==> config.mk <==
export PLATFORM = sky130hd
export DESIGN_NAME = rtc_snapshot_bank_flat
export DESIGN_NICKNAME = d
export VERILOG_FILES = /design/src/rtl/rtc_snapshot_bank_if.sv /design/src/rtl/rtc_snapshot_bank.sv /design/src/flat_wrapper.sv
export SDC_FILE = /design/constraint.sdc
export NUM_CORES = 1
export LEC_CHECK = 0
export BUFFER_PORTS_ARGS = -buffer_cell sky130_fd_sc_hd__buf_2
export CELL_PAD_IN_SITES_DETAIL_PLACEMENT = 1
export CELL_PAD_IN_SITES_GLOBAL_PLACEMENT = 1
export CORE_AREA = 2 2 173 107
export CTS_CLUSTER_SIZE = 14
export DETAILED_ROUTE_END_ITERATION = 8
export DIE_AREA = 0 0 175 109
export PLACE_DENSITY_LB_ADDON = 0.1
export SLEW_MARGIN = 5
export SYNTH_ARGS = -nofsm -noshare
export SYNTH_HDL_FRONTEND = slang
export SYNTH_SLANG_ARGS = --single-unit
==> constraint.sdc <==
create_clock -name clock -period 5.3 [get_ports clock]
set_input_delay 1.06 -clock clock [delete_from_list [all_inputs] [get_ports clock]]
set_output_delay 1.06 -clock clock [all_outputs]
set_load 0.01 [all_outputs]
==> src/rtl/rtc_snapshot_bank_if.sv <==
// rtc_snapshot_bank_if
// Purpose: bundles the processor-side request signals and the display-side
// snapshot signals of the RTC snapshot bank into one interface.
// Signals:
//   hs_code     handshake code from the processor port
//   fields_in   packed live fields, field i at [i*FIELD_W +: FIELD_W]
//   snap_ack    consumer acknowledges the current snapshot
//   ovr_clr     clears the sticky overrun flag
//   fields_out  registered snapshot, same packing as fields_in
//   snap_valid  an unacknowledged snapshot is present
//   overrun     sticky: a capture overwrote an unacknowledged snapshot
//   locked      capture done, waiting for the code to be released
//   snap_count  captures since reset, wraps 255 -> 0
//   change_mask per-field changed flags of the latest capture
// Modports: master drives requests and observes the snapshot (processor and
// consumer side); slave is the snapshot bank itself.
interface rtc_snapshot_bank_if #(
    parameter int NUM_FIELDS = 16,
    parameter int FIELD_W    = 8,
    parameter int HS_W       = 8
);
    logic [HS_W-1:0]               hs_code;
    logic [NUM_FIELDS*FIELD_W-1:0] fields_in;
    logic                          snap_ack;
    logic                          ovr_clr;
    logic [NUM_FIELDS*FIELD_W-1:0] fields_out;
    logic                          snap_valid;
    logic                          overrun;
    logic                          locked;
    logic [7:0]                    snap_count;
    logic [NUM_FIELDS-1:0]         change_mask;

    modport master (
        output hs_code, fields_in, snap_ack, ovr_clr,
        input  fields_out, snap_valid, overrun, locked, snap_count, change_mask
    );

    modport slave (
        input  hs_code, fields_in, snap_ack, ovr_clr,
        output fields_out, snap_valid, overrun, locked, snap_count, change_mask
    );
endinterface

==> src/rtl/rtc_snapshot_bank.sv <==
// rtc_snapshot_bank
// Purpose: qualified, atomic snapshot of NUM_FIELDS packed RTC/display fields.
// A capture happens only once the handshake code has matched HS_CODE for
// STABLE_CYCLES consecutive cycles, and only once per code assertion; the
// code has to be released before another capture can be qualified.
// Ports:
//   clock  system clock, rising edge
//   reset  asynchronous, active-high; returns every output to 0
//   bus    rtc_snapshot_bank_if.slave (hs_code, fields_in, snap_ack, ovr_clr
//          in; fields_out, snap_valid, overrun, locked, snap_count,
//          change_mask out). All outputs come straight from registers.
// Optional feature: define RTC_SNAPSHOT_CHANGE_MASK_EN to build the per-field
// change comparators; without it change_mask is tied to 0.
module rtc_snapshot_bank #(
    parameter int              NUM_FIELDS    = 16,
    parameter int              FIELD_W       = 8,
    parameter int              HS_W          = 8,
    parameter logic [HS_W-1:0] HS_CODE       = 8'hFF,
    parameter int              STABLE_CYCLES = 2
) (
    input logic                clock,
    input logic                reset,
    rtc_snapshot_bank_if.slave bus
);

    localparam int         TOTAL_W      = NUM_FIELDS * FIELD_W;
    localparam logic [3:0] STABLE_LIMIT = 4'(STABLE_CYCLES);

    typedef enum logic [1:0] {IDLE, QUAL, LOCKED} state_t;

    state_t             state_q;
    logic [3:0]         qualCnt_q;
    logic               locked_q;
    logic [TOTAL_W-1:0] fieldsOut_q;
    logic               snapValid_q;
    logic               overrun_q;
    logic [7:0]         snapCount_q;

    logic codeMatch;
    logic captureNow;
    logic overrunSet;

    // Decide whether this edge is the capture edge: the edge on which the
    // run of matching codes reaches STABLE_CYCLES. An overrun is only raised
    // when the capture replaces a snapshot the consumer has not acknowledged
    // on this same edge.
    always_comb begin
        codeMatch  = (bus.hs_code == HS_CODE);
        captureNow = 1'b0;
        case (state_q)
            IDLE:    captureNow = codeMatch && (STABLE_LIMIT == 4'd1);
            QUAL:    captureNow = codeMatch && ((qualCnt_q + 4'd1) == STABLE_LIMIT);
            default: captureNow = 1'b0;
        endcase
        overrunSet = captureNow && snapValid_q && !bus.snap_ack;
    end

    // Qualification FSM. LOCKED holds off re-capture until the code drops,
    // so a long-held code produces exactly one snapshot. locked_q mirrors the
    // LOCKED state as its own register.
    always_ff @(posedge clock or posedge reset) begin
        if (reset) begin
            state_q   <= IDLE;
            qualCnt_q <= 4'd0;
            locked_q  <= 1'b0;
        end else begin
            case (state_q)
                IDLE: begin
                    if (codeMatch) begin
                        qualCnt_q <= 4'd1;
                        if (STABLE_LIMIT == 4'd1) begin
                            state_q  <= LOCKED;
                            locked_q <= 1'b1;
                        end else begin
                            state_q <= QUAL;
                        end
                    end
                end
                QUAL: begin
                    if (codeMatch) begin
                        qualCnt_q <= qualCnt_q + 4'd1;
                        if ((qualCnt_q + 4'd1) == STABLE_LIMIT) begin
                            state_q  <= LOCKED;
                            locked_q <= 1'b1;
                        end
                    end else begin
                        qualCnt_q <= 4'd0;
                        state_q   <= IDLE;
                    end
                end
                LOCKED: begin
                    if (!codeMatch) begin
                        qualCnt_q <= 4'd0;
                        state_q   <= IDLE;
                        locked_q  <= 1'b0;
                    end
                end
                default: begin
                    qualCnt_q <= 4'd0;
                    state_q   <= IDLE;
                    locked_q  <= 1'b0;
                end
            endcase
        end
    end

    // Snapshot datapath. A capture always wins over an acknowledge on the
    // same edge: the ack is taken as consuming the old snapshot, so the new
    // one stays valid. The set of overrun has priority over ovr_clr.
    always_ff @(posedge clock or posedge reset) begin
        if (reset) begin
            fieldsOut_q <= '0;
            snapValid_q <= 1'b0;
            overrun_q   <= 1'b0;
            snapCount_q <= 8'd0;
        end else begin
            if (captureNow) begin
                fieldsOut_q <= bus.fields_in;
                snapValid_q <= 1'b1;
                snapCount_q <= snapCount_q + 8'd1;
            end else if (bus.snap_ack) begin
                snapValid_q <= 1'b0;
            end
            if (overrunSet) begin
                overrun_q <= 1'b1;
            end else if (bus.ovr_clr) begin
                overrun_q <= 1'b0;
            end
        end
    end

`ifdef RTC_SNAPSHOT_CHANGE_MASK_EN
    logic [NUM_FIELDS-1:0] changeMask_q;

    // Per-field change flags, compared against the snapshot that is about to
    // be replaced (all zeros straight after reset), held until next capture.
    always_ff @(posedge clock or posedge reset) begin
        if (reset) begin
            changeMask_q <= '0;
        end else if (captureNow) begin
            for (int i = 0; i < NUM_FIELDS; i++) begin
                changeMask_q[i] <= (bus.fields_in[i*FIELD_W +: FIELD_W] !=
                                    fieldsOut_q[i*FIELD_W +: FIELD_W]);
            end
        end
    end

    assign bus.change_mask = changeMask_q;
`else
    assign bus.change_mask = '0;
`endif

    assign bus.fields_out = fieldsOut_q;
    assign bus.snap_valid = snapValid_q;
    assign bus.overrun    = overrun_q;
    assign bus.locked     = locked_q;
    assign bus.snap_count = snapCount_q;

endmodule
==> src/flat_wrapper.sv <==
// flat-port wrapper written by rule: the top's interface ports become plain ports
module rtc_snapshot_bank_flat 
#(
    parameter int              NUM_FIELDS    = 16,
    parameter int              FIELD_W       = 8,
    parameter int              HS_W          = 8,
    parameter logic [HS_W-1:0] HS_CODE       = 8'hFF,
    parameter int              STABLE_CYCLES = 2
)
  (clock, reset, bus_hs_code, bus_fields_in, bus_snap_ack, bus_ovr_clr, bus_fields_out, bus_snap_valid, bus_overrun, bus_locked, bus_snap_count, bus_change_mask);
  rtc_snapshot_bank_if #(.NUM_FIELDS(NUM_FIELDS), .FIELD_W(FIELD_W), .HS_W(HS_W)) bus_i ();
  input logic clock;
  input logic reset;
  input wire logic [$bits(bus_i.hs_code)-1:0] bus_hs_code;
  input wire logic [$bits(bus_i.fields_in)-1:0] bus_fields_in;
  input wire logic [$bits(bus_i.snap_ack)-1:0] bus_snap_ack;
  input wire logic [$bits(bus_i.ovr_clr)-1:0] bus_ovr_clr;
  output wire logic [$bits(bus_i.fields_out)-1:0] bus_fields_out;
  output wire logic [$bits(bus_i.snap_valid)-1:0] bus_snap_valid;
  output wire logic [$bits(bus_i.overrun)-1:0] bus_overrun;
  output wire logic [$bits(bus_i.locked)-1:0] bus_locked;
  output wire logic [$bits(bus_i.snap_count)-1:0] bus_snap_count;
  output wire logic [$bits(bus_i.change_mask)-1:0] bus_change_mask;
  assign bus_i.hs_code = bus_hs_code;
  assign bus_i.fields_in = bus_fields_in;
  assign bus_i.snap_ack = bus_snap_ack;
  assign bus_i.ovr_clr = bus_ovr_clr;
  assign bus_fields_out = bus_i.fields_out;
  assign bus_snap_valid = bus_i.snap_valid;
  assign bus_overrun = bus_i.overrun;
  assign bus_locked = bus_i.locked;
  assign bus_snap_count = bus_i.snap_count;
  assign bus_change_mask = bus_i.change_mask;
  rtc_snapshot_bank #(.NUM_FIELDS(NUM_FIELDS), .FIELD_W(FIELD_W), .HS_W(HS_W), .HS_CODE(HS_CODE), .STABLE_CYCLES(STABLE_CYCLES)) u_core (.clock(clock), .reset(reset), .bus(bus_i));
endmodule
After elaboration in Yosys (flattened, before gate mapping)
Index checks and enable logic that the tools add are counted.
{"block": "word_totals", "memories": 0, "ff_bits": 145, "ram_bits": 0, "latchBits": 0, "elab_cells": 47, "mem_bits_ro": 0, "output_inout_bits": 155}
{"block": "classes", "shifts": 0, "n_mul": 0, "mux": 18, "div": 0, "n_addsub": 2, "eq_ne": 9, "n_reduce_logical": 10, "magnitude_cmp": 0, "n_bitwise": 1}
{"cell": "$mux 4", "n": 3}
{"cell": "$pmux 4 s3", "n": 1}
{"cell": "$add 8x1->8 const B", "n": 1}
{"cell": "$eq 8x8->1 const B", "n": 1}
{"cell": "$mux 1", "n": 8}
{"cell": "$mux 2", "n": 4}
{"cell": "$ne 2x1->1 const B", "n": 3}
{"cell": "$pmux 2 s3", "n": 1}
{"cell": "$add 4x1->4 const B", "n": 1}
{"cell": "$eq 4x2->1 const B", "n": 1}
{"cell": "$reduce_and 4->1", "n": 1}
{"cell": "$reduce_bool 2->1", "n": 2}
{"cell": "$logic_and 1x1->1", "n": 3}
{"cell": "$ne 3x3->1 const B", "n": 1}
{"cell": "$pmux 1 s3", "n": 1}
{"cell": "$reduce_and 3->1", "n": 1}
{"cell": "$eq 2x1->1 const B", "n": 1}
{"cell": "$eq 2x2->1 const B", "n": 1}
{"cell": "$logic_not 2->1", "n": 1}
{"cell": "$ne 2x2->1 const B", "n": 1}
{"cell": "$reduce_and 2->1", "n": 1}
{"cell": "$logic_not 1->1", "n": 1}
{"cell": "$not 1->1", "n": 1}

Logic depth before layout (Yosys ltp)
{"block": "depth", "depth_word": 7, "mapped_depth": 8, "ltp_nobuf": 6}

Worst setup path after synthesis
No wires, ideal clock.
{"block": "synth_timing", "path_type": "in2reg", "startpoint": "in bus_hs_code[6]", "endpoint": "reg u_core.fieldsOut_q[17], in the netlist u_core.bus.fields_out[17]", "t_arrival_ps": 2405, "setup_ps": 128, "path_buffers": 2, "setup_slack_ps": 2767, "cell_stages": 6, "cell_sequence": "nand4_1 > nor4_4 > nand2_4 > buf_6 > buf_6 > mux2_1"}
{"block": "synth_via", "elab_chain_cells": 3}
{"element": "start: declaration", "line_no": "flat_wrapper.sv:14", "text": "input wire logic [$bits(bus_i.hs_code)-1:0] bus_hs_code;"}
{"element": "$eq 8x8->1", "line_no": "rtc_snapshot_bank.sv:48", "text": "codeMatch = (bus.hs_code == HS_CODE);"}
{"element": "$logic_and 1x1->1", "line_no": "rtc_snapshot_bank.sv:52", "text": "QUAL: captureNow = codeMatch && ((qualCnt_q + 4'd1) == STABLE_LIMIT);"}
{"element": "$mux 1", "line_no": "rtc_snapshot_bank.sv:50", "text": "case (state_q)"}
{"element": "end signal: assignment", "line_no": "rtc_snapshot_bank.sv:118", "text": "fieldsOut_q <= bus.fields_in;"}
{"element": "end: declaration", "line_no": "rtc_snapshot_bank.sv:34", "text": "logic [TOTAL_W-1:0] fieldsOut_q;"}
Every way passes these cells.
A chain may end at the register's enable or synchronous reset.

Final worst setup path
{"block": "layout_timing", "startpoint": "in bus_hs_code[6]", "endpoint": "reg u_core.fieldsOut_q[3], in the netlist u_core.bus.fields_out[3]"}
The elaborated chain is that of the path after synthesis.

==> impl_metrics.csv <==
group,metric,value,unit
outcome,status,"complete, no violations",
layout,nets,798,
timing,min_period_over_period,0.6106,
power,power_density,303.3,nW/um^2
grt,grt_usage,0.1612,
timing,worstMarginPinSlew,1.333,ns
clock_network,cts_tree,"yes",
grt,grt_pass1_wl,23640,um
floorplanning,rows,38,
route,drt_first_pass_iters,4,
clock_network,holdBufCountCts,0,
power,p_sw_frac,0.2113,
setup_path,reg2reg_slack,2.13,ns
power,ir_worst_vdd,0.1409,mV
floorplanning,core_area,17640,um^2
clock_network,post_cts_buffers,0,
route,drt_wl_total,15310,um
synth,syn_area,6017,um^2
route,drcViolationCount,0,
clock_network,cts.sinks,145,
setup_path,max_stage_delay,0.65,ns
setup_path,worstPathArrival,3.52,ns
setup_path,worst_setup_path_end_kind,"flop",
timing,setup_ws,2.064,ns
timing,setup_viol,0,
setup_path,required,5.59,ns
clock_network,clockRootBuffer,"clkbuf_16",
placement,io_buffers,278,
power,clkPwrFrac,0.513,
layout,seqCellArea,3628,um^2
grt,grt_start_max_net_pins,134,
synth,synthFlopType,"dfrtp_1",
placement,dp_cells,876,
clock_network,clk_latency,0.41,ns
synth,synth-edff-count,0,
synth,synth_area_per_cell,16.13,um^2
layout,n_fill_cell,1893,
timing,rsz0062_at_grt,"no",
power,p_sw,0.0005234,W
floorplanning,die_area,19080,um^2
layout,syn_to_final_growth,35.77,%
route,avgRoutedWirePerCell,16.86,um
layout,final_cells,908,
route,via_per_inst,4.468,
power,cellLeakagePower,4.861,nW
placement,gp_congestion,0.7993,
setup_path,crit_cells,5,
synth,synthArstFlopShare,1.000,
power,combinationalPowerShare,0.037,
setup_path,cp-start-kind,"input port",
job,max_cap_violations,0,
timing,skew,0.007067,ns
power,seq_power_share,0.450,
placement,dp_slack,1.744,ns
clock_network,path_clk_slew,0.06,ns
hold_path,holdPathStages,1,
timing,hold_viol,0,
setup_path,path_buf_inv,1,
setup_path,critPathKind,"input port to flop",
setup_path,worst_path_max_delay_cell,"mux2_1",
grt,grt_pass1_vias,4399,
timing,period_needed,3.236,ns
grt,antenna_found_initial,2,
route,via_count,4057,
clock_network,cts_max_path_buffers,2,
synth,synth_seq_cells,145,
setup_path,crit_path_max_fanout,133,
setup_path,cp_cell_sequence,"buf_2 -> nand4_1 -> nor4_4 -> nand2_8 -> mux2_1",
hold_path,min_path_type,"flop to flop",
grt,grt-ovfl-total,0,
clock_network,htree_levels,4,
layout,drive_above_1_share,0.6522,
power,power.internal,0.001954,W
clock_network,cts_resized,0,
setup_path,reg2regPathDepth,5,
floorplanning,start_util,0.3411,
timing,fin_tns_setup,0,ns
synth,syn_inst,373,
route,first_iter_violations,197,
timing,max_freq,309.0,MHz
placement,place_hpwl,11120,um
timing,drv_slew,0,
route,ant_nets,0,
setup_path,critPathTopFamily,"simple AND/OR/NAND/NOR gates",
floorplanning,io_pins,295,
floorplanning,die_y,109,um
layout,multi_input_area,2191,um^2
power,p_total,0.002477,W
synth,ys_types,34,
floorplanning,die_w,175,um
synth,yosysSeqAreaShare,0.6030,
synth,ys_warn_count,0,
clock_network,numCtsBuffers,17,
timing,slew_headroom,0.1113,
layout,utilization,0.4631,
## worst register-to-register path, stage by stage, from the launching register on
cell and delay (ns):
dfrtp_1 0.46, ha_1 0.28, or4b_1 0.53, o31ai_4 0.18, nand2_8 0.65, mux2_1 0.95
## Yosys cell counts (all sizes together) (2+ instances only)
cell type	number	share of area
nand2	7	0.0056
buf	30	0.040
ha	3	0.0062
xnor2	7	0.010
nor4	2	0.0046
mux2	129	0.28
nor3	3	0.0025
nand4	8	0.0083
inv	5	0.0031
and4	3	0.0044
a21oi	4	0.0033
nand3	6	0.0050
dfrtp	145	0.60
o21ai	4	0.0033
a32oi	2	0.0029
and2	3	0.0031
## registers in the layout (all words and copies together) (netlist names)
register and cells:
u_core.bus.locked 1, u_core.state_q 2, u_core.qualCnt_q 4, u_core.bus.overrun 1, u_core.bus.snap_valid 1, u_core.bus.fields_out 128
u_core.bus.snap_count 8
## power by group through the flow
stage          clock (W)  sequential [W]  combinational (W)
3_5_place_dp           0         0.00113          0.0000941
3_3_place_gp           0         0.00113          0.0000911
6_report         0.00127         0.00111          0.0000919
5_1_grt          0.00135         0.00111           0.000104
4_1_cts          0.00130         0.00111          0.0000944
2_1_floorplan          0         0.00113          0.0000411
## cell families after synthesis
| group | Yosys count | synth area share |
|---|---|---|
| compound gates | 15 | 0.01809 |
| fa+ha+maj | 3 | 0.006239 |
| xor+xnor | 7 | 0.01019 |
| simple gates | 37 | 0.03993 |
| mux | 129 | 0.2782 |
| buf+inv | 36 | 0.04367 |
| other cells | 1 | 0.0006232 |
| flops | 145 | 0.6030 |
## layer usage
layer	share of wire	GRT usage	vias to the layer above
met3	0.097	0.07497	15
met1	0.44	0.2037	2018
met5	0.00072	0	-
met4	0.0088	0.04821	2
met2	0.46	0.2482	165
li1	-	-	1857
## stage by stage
| step | hold WS, ns | instance area, um^2 |
|---|---|---|
| 2_1_floorplan | 0.4839 | 6073 |
| 3_3_place_gp | 0.4612 | 7542 |
| 3_5_place_dp | 0.4655 | 7542 |
| 4_1_cts | 0.4770 | 8167 |
| 5_1_grt | 0.5069 | 8167 |
| 6_report | 0.4815 | 8169 |
## placed cells by master, fill, tap and decap left out, types with 4 or more instances in the layout
cell type | Yosys | routed
buf_2 | 6 | 278
dfrtp_1 | 145 | 145
mux2_2 | 63 | 63
mux2_4 | 59 | 59
clkbuf_16 | 0 | 17
conb_1 | 1 | 16
nand4_1 | 8 | 8
mux2_1 | 7 | 7
xnor2_1 | 7 | 7
nand3_1 | 6 | 6
nand2_1 | 6 | 6
inv_1 | 5 | 4
o21ai_0 | 4 | 4
a21oi_1 | 4 | 4
bufinv_16 | 0 | 4
## worst paths after layout
check | endpoint | from
min reg2reg | u_core.bus.snap_count[7]$_DFFE_PP0P_ | u_core.bus.snap_count[7]$_DFFE_PP0P_
min in group asynchronous | u_core.bus.fields_out[57]$_DFFE_PP0P_ | reset
max | u_core.bus.fields_out[3]$_DFFE_PP0P_ | bus_hs_code[6]
min | u_core.bus.snap_count[7]$_DFFE_PP0P_ | u_core.bus.snap_count[7]$_DFFE_PP0P_
max reg2reg | u_core.bus.fields_out[3]$_DFFE_PP0P_ | u_core.qualCnt_q[0]$_DFFE_PP0P_
max in group asynchronous | u_core.bus.fields_out[9]$_DFFE_PP0P_ | reset
## layout make-up
cell class / instances / area share
sequential: 145 / 0.4442
antenna: 1 / 0.0003063
tap: 240 / 0.03676
multi-input combinational: 207 / 0.2682
clock inverter: 12 / 0.02221
clock buffer: 19 / 0.05422
inverter: 5 / 0.002910
timing repair buffer: 279 / 0.1712
Note: power is estimated with default switching activity, not from simulation.
